File: config.mk
export PLATFORM = sky130hd
export DESIGN_NAME = registro_resultado_alu
export DESIGN_NICKNAME = d
export VERILOG_FILES = /design/src/rtl/registro_resultado_alu.sv
export SDC_FILE = /design/constraint.sdc
export NUM_CORES = 1
export LEC_CHECK = 0
export ABC_CLOCK_PERIOD_IN_PS = 3440
export CAP_MARGIN = 20
export CORE_MARGIN = 1.5
export CORE_UTILIZATION = 52
export CTS_CLUSTER_DIAMETER = 60
export DETAILED_ROUTE_END_ITERATION = 8
export PLACE_DENSITY = 0.85
export REMOVE_ABC_BUFFERS = 1
export SKIP_CTS_REPAIR_TIMING = 1
export SYNTH_ARGS = -nofsm -noshare
export SYNTH_HDL_FRONTEND = slang
export SYNTH_SLANG_ARGS = --single-unit
File: constraint.sdc
create_clock -name clk -period 3.44 [get_ports clk]
set_clock_uncertainty 0.15 [all_clocks]
set_input_delay 0.516 -clock clk [delete_from_list [all_inputs] [get_ports clk]]
set_output_delay 0.516 -clock clk [all_outputs]
set_load 0.02 [all_outputs]
File: src/rtl/registro_resultado_alu.sv
// registro_resultado_alu: captures one ALU unit's result and flags on load and
// shows them on two multiplexed active-low 7-segment digits (sign + value).
module registro_resultado_alu #(
    parameter int WIDTH       = 4,
    parameter int REFRESH_DIV = 50000
) (
    input  logic             clk,
    input  logic             rst,
    input  logic             sel_op,
    input  logic             load,
    input  logic [WIDTH-1:0] y_mul,
    input  logic [3:0]       flags_mul,
    input  logic [WIDTH-1:0] y_res,
    input  logic [3:0]       flags_res,
    output logic [WIDTH-1:0] y_q,
    output logic [3:0]       flags_q,
    output logic             op_q,
    output logic             valido,
    output logic [6:0]       seg,
    output logic [1:0]       an
);
    localparam int CW = $clog2(REFRESH_DIV);
    localparam logic [6:0] GLYPH [16] = '{
        7'b1000000, 7'b1111001, 7'b0100100, 7'b0110000,
        7'b0011001, 7'b0010010, 7'b0000010, 7'b1111000,
        7'b0000000, 7'b0010000, 7'b0001000, 7'b0000011,
        7'b1000110, 7'b0100001, 7'b0000110, 7'b0001110
    };
    logic [CW-1:0]    cnt;
    logic             dig;
    logic             wrap;
    logic             neg;
    logic [WIDTH-1:0] mag;
    assign wrap = cnt == CW'(REFRESH_DIV - 1);
    always_ff @(posedge clk) begin
        if (rst) begin
            y_q     <= '0;
            flags_q <= '0;
            op_q    <= 1'b0;
            valido  <= 1'b0;
            cnt     <= '0;
            dig     <= 1'b0;
        end else begin
            if (load) begin
                y_q     <= sel_op ? y_res : y_mul;
                flags_q <= sel_op ? flags_res : flags_mul;
                op_q    <= sel_op;
                valido  <= 1'b1;
            end
            cnt <= wrap ? '0 : cnt + CW'(1);
            dig <= wrap ? ~dig : dig;
        end
    end
    // Only a restador result with N set is displayed as sign + magnitude.
    always_comb begin
        neg = op_q & flags_q[2];
        mag = neg ? -y_q : y_q;
        an  = dig ? 2'b01 : 2'b10;
        seg = dig ? (neg ? 7'b0111111 : 7'b1111111) : GLYPH[mag];
    end
endmodule
## Yosys cells after proc, flatten, opt, wreduce, memory -nomap -nowiden

Memories as Yosys holds them, arrays and structs flattened.
Index checks and enable logic that the tools add are counted.

- Bits in registers: 27
- Bits in latches: 0
- Memory bits (writable): 0
- ROM bits: 112
- Bits of input ports: 20
- Output and inout bits: 19
- Logic and storage cells: 23
- Memories kept: 1

- $add $sub $neg: 2
- Multipliers: 0
- Divide/modulo/power cells: 0
- Order comparisons: 1
- Eq/ne operators: 1
- Shifts and indexed selects: 0
- Multiplexer cells: 8
- Bitwise gates (word level): 3
- Reduce and logical (&&, ||, !) cells: 1

Memory list:

| memory | depth | bits a word | rd ports | clocked after memory_dff | wr ports | line | text |
|---|---|---|---|---|---|---|---|
| (name not given) | 16 | 7 | 1 | 0 | 0 | 59 | `seg = dig ? (neg ? 7'b0111111 : 7'b1111111) : GLYPH[mag];` |

Operators by type and width:

| operator | number |
|---|---|
| 7-bit two-way mux | 4 |
| 16-bit by 1-bit adder with 16-bit output, second input constant | 1 |
| 16-bit equality test, second input constant | 1 |
| 4-bit two-way mux | 3 |
| 5-bit >= comparator, second input constant | 1 |
| 4-bit inverter with 5-bit output | 1 |
| 4-bit negation | 1 |
| 2-bit two-way mux | 1 |
| 2-bit OR reduction | 1 |
| 1-bit bitwise AND | 1 |
| 1-bit inverter | 1 |

## Depth between registers and ports, before layout

Gate-level depths: netlist of the first run.

- Word-level depth: 7
- Mapped depth: 8
- Mapped depth without buffers: 8

## Least setup slack after synthesis of the first run

Ideal clock, no wire load.

- Kind: register to output
- Start: register y_q[0]
- End: output port seg[2]
- Data arrival time: 2430 ps
- Required time: 2774 ps
- Setup slack: 344 ps
- Cell stages (with the launch flop): 7
- Cell sequence: dfxtp_1 inv_1 ha_1 nand3b_1 xnor2_1 clkbuf_1 o311ai_0

- Cells in the longest elaborated chain, start to end: 7

Ends and longest elaborated chain:

| what | line | text |
|---|---|---|
| start, declared | 15 | `output logic [WIDTH-1:0] y_q,` |
| start signal, assigned | 45 | `y_q <= sel_op ? y_res : y_mul;` |
| 4-bit negation | 57 | `mag = neg ? -y_q : y_q;` |
| 4-bit two-way mux * | 57 |  |
| 4-bit inverter with 5-bit output (implied by the code) * | 59 |  |
| memory read 16 x 7 bit * | - |  |
| 7-bit two-way mux (implied by the code) * (2 in a row) | 59 |  |
| 7-bit two-way mux * | 59 |  |
| end, declared | 19 | `output logic [6:0] seg,` |

Every way passes the cells marked *; elsewhere a longest branch is shown, timed or not. The select of a mux whose other input is x is not followed.

## Worst setup path in the final report of the first run

- Start: register y_q[0]
- End: output port seg[1]

Same word-level chain as after synthesis.

==> results of run 1 <==
==> metal layers <==
metal	vias to the layer above	global-route usage	part of all wire
met5	-	0	0
met4	0	0.0797	0.015
met3	6	0.0513	0.047
met1	656	0.287	0.45
li1	706	-	-
met2	43	0.390	0.49
==> power by group <==
| part | internal, uW | switching, uW | total, uW |
|---|---|---|---|
| Sequential | 325 | 13.2 | 338 |
| Clock | 47.6 | 100 | 148 |
| Combinational | 87.1 | 85.5 | 173 |
==> path summary, 6_finish.rpt <==
path                              from  slack [ns]  endpoint  cells past startpoint
worst min register to register  cnt[0]        0.33    cnt[0]                      1
worst max-delay path            y_q[0]        0.20    seg[1]                      6
worst max register to register  cnt[5]        1.34   cnt[15]                      4
worst min-delay path            cnt[0]        0.33    cnt[0]                      1
==> worst register-to-register path, delay by kind of cell, from the launching register on <==
kind            cells  cell delay [ns]
flops               1             0.39
compound gates      1             0.18
simple gates        3             1.29
==> area by class of cell <==
class                           count  area [um2]
Timing Repair Buffer               40         410
Clock buffer                        3        22.5
Fill cell                         221         823
Tap cell                           31        38.8
Multi-Input combinational cell    131         926
Clock inverter                      1        8.76
Inverter                            9        33.8
Sequential cell                    27         542
==> registers in the layout, summed over array words and instances (netlist names) <==
name and count:
dig 1, y_q 4, valido 1, cnt 16, op_q 1, flags_q 4
==> Yosys cell counts (all sizes together), types with 2 or more instances <==
master / instances
or4: 2
o21ai: 2
dfxtp: 27
o211ai: 3
nand4: 4
xor2: 6
nand2: 7
and3: 2
nor2: 28
nor3: 2
nand3: 10
a211oi: 8
nor4: 3
mux2i: 12
o221ai: 2
a22oi: 2
or3: 2
inv: 8
o311ai: 2
buf: 4
a21oi: 3
clkbuf: 5
xnor2: 9
or4bb: 2
ha: 6
==> logic make-up (layout without fill, tap and decap cells) <==
family | Yosys count | count (layout) | synth area share
DFF | 27 | 27 | 0.347
AOI/OAI and AO/OA | 29 | 29 | 0.146
and+or+nand+nor | 68 | 68 | 0.232
muxes | 13 | 13 | 0.0844
buffers and inverters | 18 | 53 | 0.0579
xor gates and xnor gates | 15 | 15 | 0.0844
adders and majority gates | 6 | 6 | 0.0482
==> per-stage QoR <==
stage                      util  instances  area, um2  worst slack, ns
after global routing      0.707        242       1980           0.0157
after CTS                 0.701        242       1970           -0.203
after global placement    0.690        238       1930            0.301
final                     0.707        242       1980            0.200
after floorplan               -        167       1500            0.225
after detailed placement  0.690        238       1930            0.216
==> results.toml, run 1 <==
[detailed_routing]
wire_per_inst_um = 14.6
via_count = 1411
drc = 3
drtPass1Iterations = 6
drtIter0Drc = 45
drt-vias-per-instance = 5.83
routed_wl_um = 3520
ant_nets = 0

[finish]
drive_above_1_share = 0.0711
num_antenna_cells = 0
area_growth_pct = 27.3
final_cell_mix = "32 x clkdlybuf4s50_1, 28 x nor2_1, 26 x dfxtp_1"
final_common_cell = "clkdlybuf4s50_1"
nNetsFinal = 238

[yosys]
yosys-top-cells-area = "dfxtp_1 35%, mux2i_1 7.7%, nor2_1 6.8%, xnor2_1 5.1%, ha_1 4.8%"
netlist.area_leader.share = 0.347
syn_area_per_cell_um2 = 8.84
ys.flop_type = "dfxtp_1"
syn-cell-area_um2 = 1560
ys_seq_area_frac = 0.347
ys_ff_latch = 27
async_flop_share = 0
synth_cells = 176
ys_types = 46
yosysWarnings = 0
synth_edf_count = 0
yosys.area.top_type = "dfxtp_1"

[placement]
io_buffers = 38
dpl.hpwl_um = 2690
globalplace.congestion = 0.911

[run_status]
outcome = "complete, but fails checks"
violations = "design-rule violations"

[worst_hold_path]
min_path_type = "reg -> reg"

[global_routing]
overflow = 0
grt_pass1_vias = 1387
grt_pass1_wl_um = 6090
grt_max_degree = 19
grtUsageTotal = 0.230
antenna_found_initial = 0

[critical_path]
crit_slowest_cell = "clkdlybuf4s50_1"
crit_family = "buffers and inverters"
crit_path_end_kind = "primary output"
crit_path_frequent_cell = "nand3_1"
cp_max_fo = 8
crit_type = "reg -> out"
path_cells = "buf_4 -> o311ai_2 -> xor2_1 -> nand3_1 -> nand3_1 -> clkdlybuf4s50_1"
start_kind = "register"
arrival_ns = 2.57
path_buf_inv = 2
cpPeakStageDelay_ns = 0.61
cp.required_ns = 2.77

[floorplanning]
start_util = 0.555
core_area_um2 = 2810
dieWidth_um = 57.7
die-area_um2 = 3330
die-height_um = 57.7
ios = 39
rows = 19

[clock_network]
htree_levels = 1
cts.path.max_buffers = 2
clkTransAtPathRegs_ns = 0.14
cts-buffers-inserted = 3
cts_root_buf = "clkbuf_4"
cts_tree = "yes"
clock_sinks = 27
clock_latency_ns = 0.34

[power_and_ir_drop]
cellLeakagePower_uw = 0.000805
pwr_density_cell_nw_per_um2 = 332
peakVddDrop_mv = 0.330
total_power_uw = 658

[timing]
worstMarginPinSlew_ns = 0.607
max_slew_margin = 0.592
hold_violations = 0
tns_ns = 0
whs_ns = 0.335
max_clock_freq_mhz = 309
period_share = 0.942
period_needed_ns = 3.24
report.final.slew_viol_count = 0
setup_viol = 0
rsz0062_at_grt = "false"

[flow_run]
drv_cap = 0
(Power assumes the default switching activity.)
==> run 2, diff against run 1 <==
--- a/config.mk
+++ b/config.mk
@@ -11,6 +11,7 @@
 export CORE_UTILIZATION = 52
 export CTS_CLUSTER_DIAMETER = 60
 export DETAILED_ROUTE_END_ITERATION = 8
+export MAX_ROUTING_LAYER = met4
 export PLACE_DENSITY = 0.85
 export REMOVE_ABC_BUFFERS = 1
 export SKIP_CTS_REPAIR_TIMING = 1
==> results.toml, run 2 (synthesis gave the netlist of run 1 again) <==
[critical_path]
path_cells = "inv_1 -> ha_1 -> nand3b_1 -> xnor2_1 -> buf_4 -> mux2i_1 -> o211ai_1 -> clkdlybuf4s50_1"
cp_max_fo = 10
cpPeakStageDelay_ns = 0.63
start_kind = "register"
path_buf_inv = 3
arrival_ns = 2.62
crit_family = "buffers and inverters"
crit_type = "reg -> out"
crit_slowest_cell = "clkdlybuf4s50_1"
cp.required_ns = 2.77
crit_path_end_kind = "primary output"

[placement]
globalplace.congestion = 0.892
dpl.hpwl_um = 2630
dp_slack_ns = 0.172
io_buffers = 38

[floorplanning]
core_area_um2 = 2810
die-height_um = 57.7
start_util = 0.555
die-area_um2 = 3330
ios = 39
dieWidth_um = 57.7
rows = 19

[timing]
max_slew_margin = 0.593
period_needed_ns = 3.28
setup_viol = 0
fin_ws_ns = 0.156
worstMarginPinSlew_ns = 0.606
max_clock_freq_mhz = 305
hold_violations = 0
rsz0062_at_grt = "false"
period_share = 0.955
report.final.slew_viol_count = 0

[power_and_ir_drop]
cellLeakagePower_uw = 0.000793
peakVddDrop_mv = 0.290
pwr_density_cell_nw_per_um2 = 329

[finish]
nNetsFinal = 238
largest_reg_flops = 16
final_common_cell = "clkdlybuf4s50_1"
final_cell_mix = "33 x clkdlybuf4s50_1, 28 x nor2_1, 26 x dfxtp_1"
area_growth_pct = 27.7
largestRegisters = "cnt (16), flags_q (4), y_q (4)"
num_antenna_cells = 0
fill_cells = 224
drive_above_1_share = 0.0758
largest_register = "cnt"
final_core_util = 0.708

[detailed_routing]
drtIter0Drc = 53
wire_per_inst_um = 14.0
via_count = 1366
routed_wl_um = 3390
drc = 3
drt-vias-per-instance = 5.64
ant_nets = 0
drtPass1Iterations = 6

[global_routing]
grtUsageTotal = 0.229
antenna_found_initial = 0
grt_max_degree = 19
grt_pass1_vias = 1319
grt_pass1_wl_um = 5860
overflow = 0

[run_status]
violations = "design-rule violations"
outcome = "complete, but fails checks"

[clock_network]
clock_sinks = 27
cts.path.max_buffers = 2
clock_latency_ns = 0.33
cts_tree = "yes"
clkTransAtPathRegs_ns = 0.16
cts_root_buf = "clkbuf_4"
htree_levels = 1
cts-buffers-inserted = 3

[flow_run]
drv_cap = 0

[worst_hold_path]
min_path_type = "reg -> reg"
-- run 2: worst register-to-register path, stage by stage, from the launching register on --
cell	delay (ns)
dfxtp_1	0.39
or4bb_2	0.63
or4_4	0.47
nand2b_4	0.19
o21ba_2	0.18
-- run 2: worst paths after layout --
path	start	end	slack, ns	cells past startpoint
worst max register to register	cnt[5]	cnt[15]	1.37	4
worst min-delay path	cnt[0]	cnt[0]	0.33	1
worst min register to register	cnt[0]	cnt[0]	0.33	1
worst max-delay path	y_q[1]	seg[5]	0.16	8
-- run 2: metal layers --
layer,vias to the layer above,track usage,part of all wire
li1,704,-,-
met1,632,0.289,0.46
met2,28,0.380,0.49
met3,2,0.0491,0.039
met4,0,0.0465,0.0041
met5,-,-,0
-- run 2: through the flow --
step | instance area [um2] | instances | hold WS, ns | TNS [ns] | total power [uW]
after floorplan | 1500 | 167 | 0.276 | 0 | 431
after global routing | 1990 | 242 | 0.363 | 0 | 691
after CTS | 1970 | 242 | 0.338 | -0.253 | 665
after global placement | 1930 | 238 | 0.286 | 0 | 513
final | 1990 | 242 | 0.329 | 0 | 653
after detailed placement | 1930 | 238 | 0.303 | 0 | 517
-- run 2: layout make-up --
cell class / count / area [um2] / share of cell area
repair buffers: 40 / 408 / 0.205
well taps: 31 / 38.8 / 0.0195
clock buffers: 3 / 22.5 / 0.0113
flip-flops and latches: 27 / 542 / 0.273
multi-input cells: 131 / 933 / 0.470
inverters: 9 / 33.8 / 0.0170
clock inverters: 1 / 8.76 / 0.00441
-- run 2: power by group --
| group | switching (uW) | leakage (uW) | internal (uW) |
|---|---|---|---|
| Combinational | 83.3 | 0.000553 | 87.6 |
| Clock | 96.7 | 0.0000183 | 47.5 |
| Sequential | 13.8 | 0.000221 | 325 |
| Total | 194 | 0.000793 | 460 |
==> run 3, diff against run 2 <==
==> constraint.sdc (replaced) <==
create_clock -name clk -period 3.44 [get_ports clk]
set_clock_uncertainty 0.15 [all_clocks]
set_input_delay 0.516 -clock clk [delete_from_list [all_inputs] [get_ports clk]]
set_output_delay 0.516 -clock clk [all_outputs]
set_load 0.01 [all_outputs]
==> results.toml, run 3 (synthesis gave the netlist of run 1 again) <==
[finish]
final_cell_mix = "36 x clkdlybuf4s50_1, 28 x nor2_1, 26 x dfxtp_1"
final_common_cell = "clkdlybuf4s50_1"
area_growth_pct = 27.5
largest_register = "cnt"
largestRegisters = "cnt (16), flags_q (4), y_q (4)"
num_antenna_cells = 0
largest_reg_flops = 16
drive_above_1_share = 0.0806
design_area_um2 = 1980
nNetsFinal = 238

[critical_path]
crit_type = "reg -> out"
cp_max_fo = 10
cpPeakStageDelay_ns = 0.61
crit_slowest_cell = "clkdlybuf4s50_1"
cp-startpoint = "y_q[1]"
crit_end = "seg[2]"
cp.required_ns = 2.77
crit_path_end_kind = "primary output"
path_buf_inv = 3
regToRegSetupSlack_ns = 1.36
worst-path-stages = 7
r2r-start = "cnt[5]"
crit_family = "buffers and inverters"
path_cells = "inv_1 -> ha_1 -> nand3b_1 -> xnor2_1 -> buf_4 -> o311ai_0 -> clkdlybuf4s50_1"
reg2reg_depth = 4
worstReg2RegEnd = "cnt[15]"
start_kind = "register"
arrival_ns = 2.59

[floorplanning]
rows = 19
core_area_um2 = 2810
die-area_um2 = 3330
die-height_um = 57.7
start_util = 0.555
dieWidth_um = 57.7
ios = 39

[detailed_routing]
met1Wirelength_um = 1600
wl_met2_um = 1670
routed_wl_um = 3400
top_layer = "met4"
ant_nets = 0
drtPass1Iterations = 6
drc = 3
drtIter0Drc = 54
dr_wl_met3_um = 112
via_count = 1378
wire_per_inst_um = 14.0
drt-vias-per-instance = 5.69

[timing]
max_slew_margin = 0.597
max_clock_freq_mhz = 307
period_needed_ns = 3.26
report.final.slew_viol_count = 0
fin_ws_ns = 0.184
rsz0062_at_grt = "false"
period_share = 0.947
hold_violations = 0
setup_viol = 0
worstMarginPinSlew_ns = 0.600

[global_routing]
grt_max_degree = 19
antenna_found_initial = 0
overflow = 0
grt_pass1_wl_um = 5860
grt_pass1_vias = 1319
grtUsageTotal = 0.229

[power_and_ir_drop]
total_power_uw = 641
cellLeakagePower_uw = 0.000748
peakVddDrop_mv = 0.298
pwr_density_cell_nw_per_um2 = 323

[placement]
dpl.hpwl_um = 2630
dp_slack_ns = 0.240
placed_area_um2 = 1930
globalplace.congestion = 0.892
io_buffers = 38

[clock_network]
clkTransAtPathRegs_ns = 0.15
clock_sinks = 27
cts_tree = "yes"
htree_levels = 1
cts.path.max_buffers = 2
clock_latency_ns = 0.33
cts_root_buf = "clkbuf_4"
cts-buffers-inserted = 3

[run_status]
outcome = "complete, but fails checks"
violations = "design-rule violations"

[worst_hold_path]
min_path_type = "reg -> reg"

[flow_run]
drv_cap = 0
run 3: worst min-delay path by stage:
stage,startpoint,slack (ns),endpoint,cells past startpoint
2_1_floorplan,cnt[0],0.28,cnt[0],1
4_1_cts,cnt[0],0.34,cnt[0],1
5_1_grt,cnt[0],0.36,cnt[0],1
3_5_place_dp,cnt[0],0.30,cnt[0],1
3_3_place_gp,cnt[0],0.29,cnt[0],1
6_report,cnt[0],0.33,cnt[0],1
run 3: layout make-up:
class	instances	area (um2)
Fill cell	226	821
Inverter	9	33.8
Clock buffer	3	22.5
Tap cell	31	38.8
Clock inverter	1	8.76
Timing Repair Buffer	40	400
Sequential cell	27	544
Multi-Input combinational cell	131	936
run 3: power breakdown:
| part | internal (uW) | switching (uW) |
|---|---|---|
| sequential | 324 | 13.6 |
| clock | 47.5 | 98.7 |
| combinational | 88.5 | 68.6 |
| total | 460 | 181 |
run 3: metal layers:
metal	global-route usage	up-vias
met4	0.0465	0
li1	-	707
met5	-	-
met3	0.0491	2
met1	0.289	642
met2	0.380	27
run 3: per-stage QoR:
step	hold slack (ns)	utilization	setup TNS [ns]	instances
2_1_floorplan	0.276	-	0	167
3_3_place_gp	0.286	0.690	0	238
3_5_place_dp	0.303	0.690	0	238
4_1_cts	0.338	0.701	-0.145	242
5_1_grt	0.363	0.707	0	242
6_report	0.329	0.707	0	242
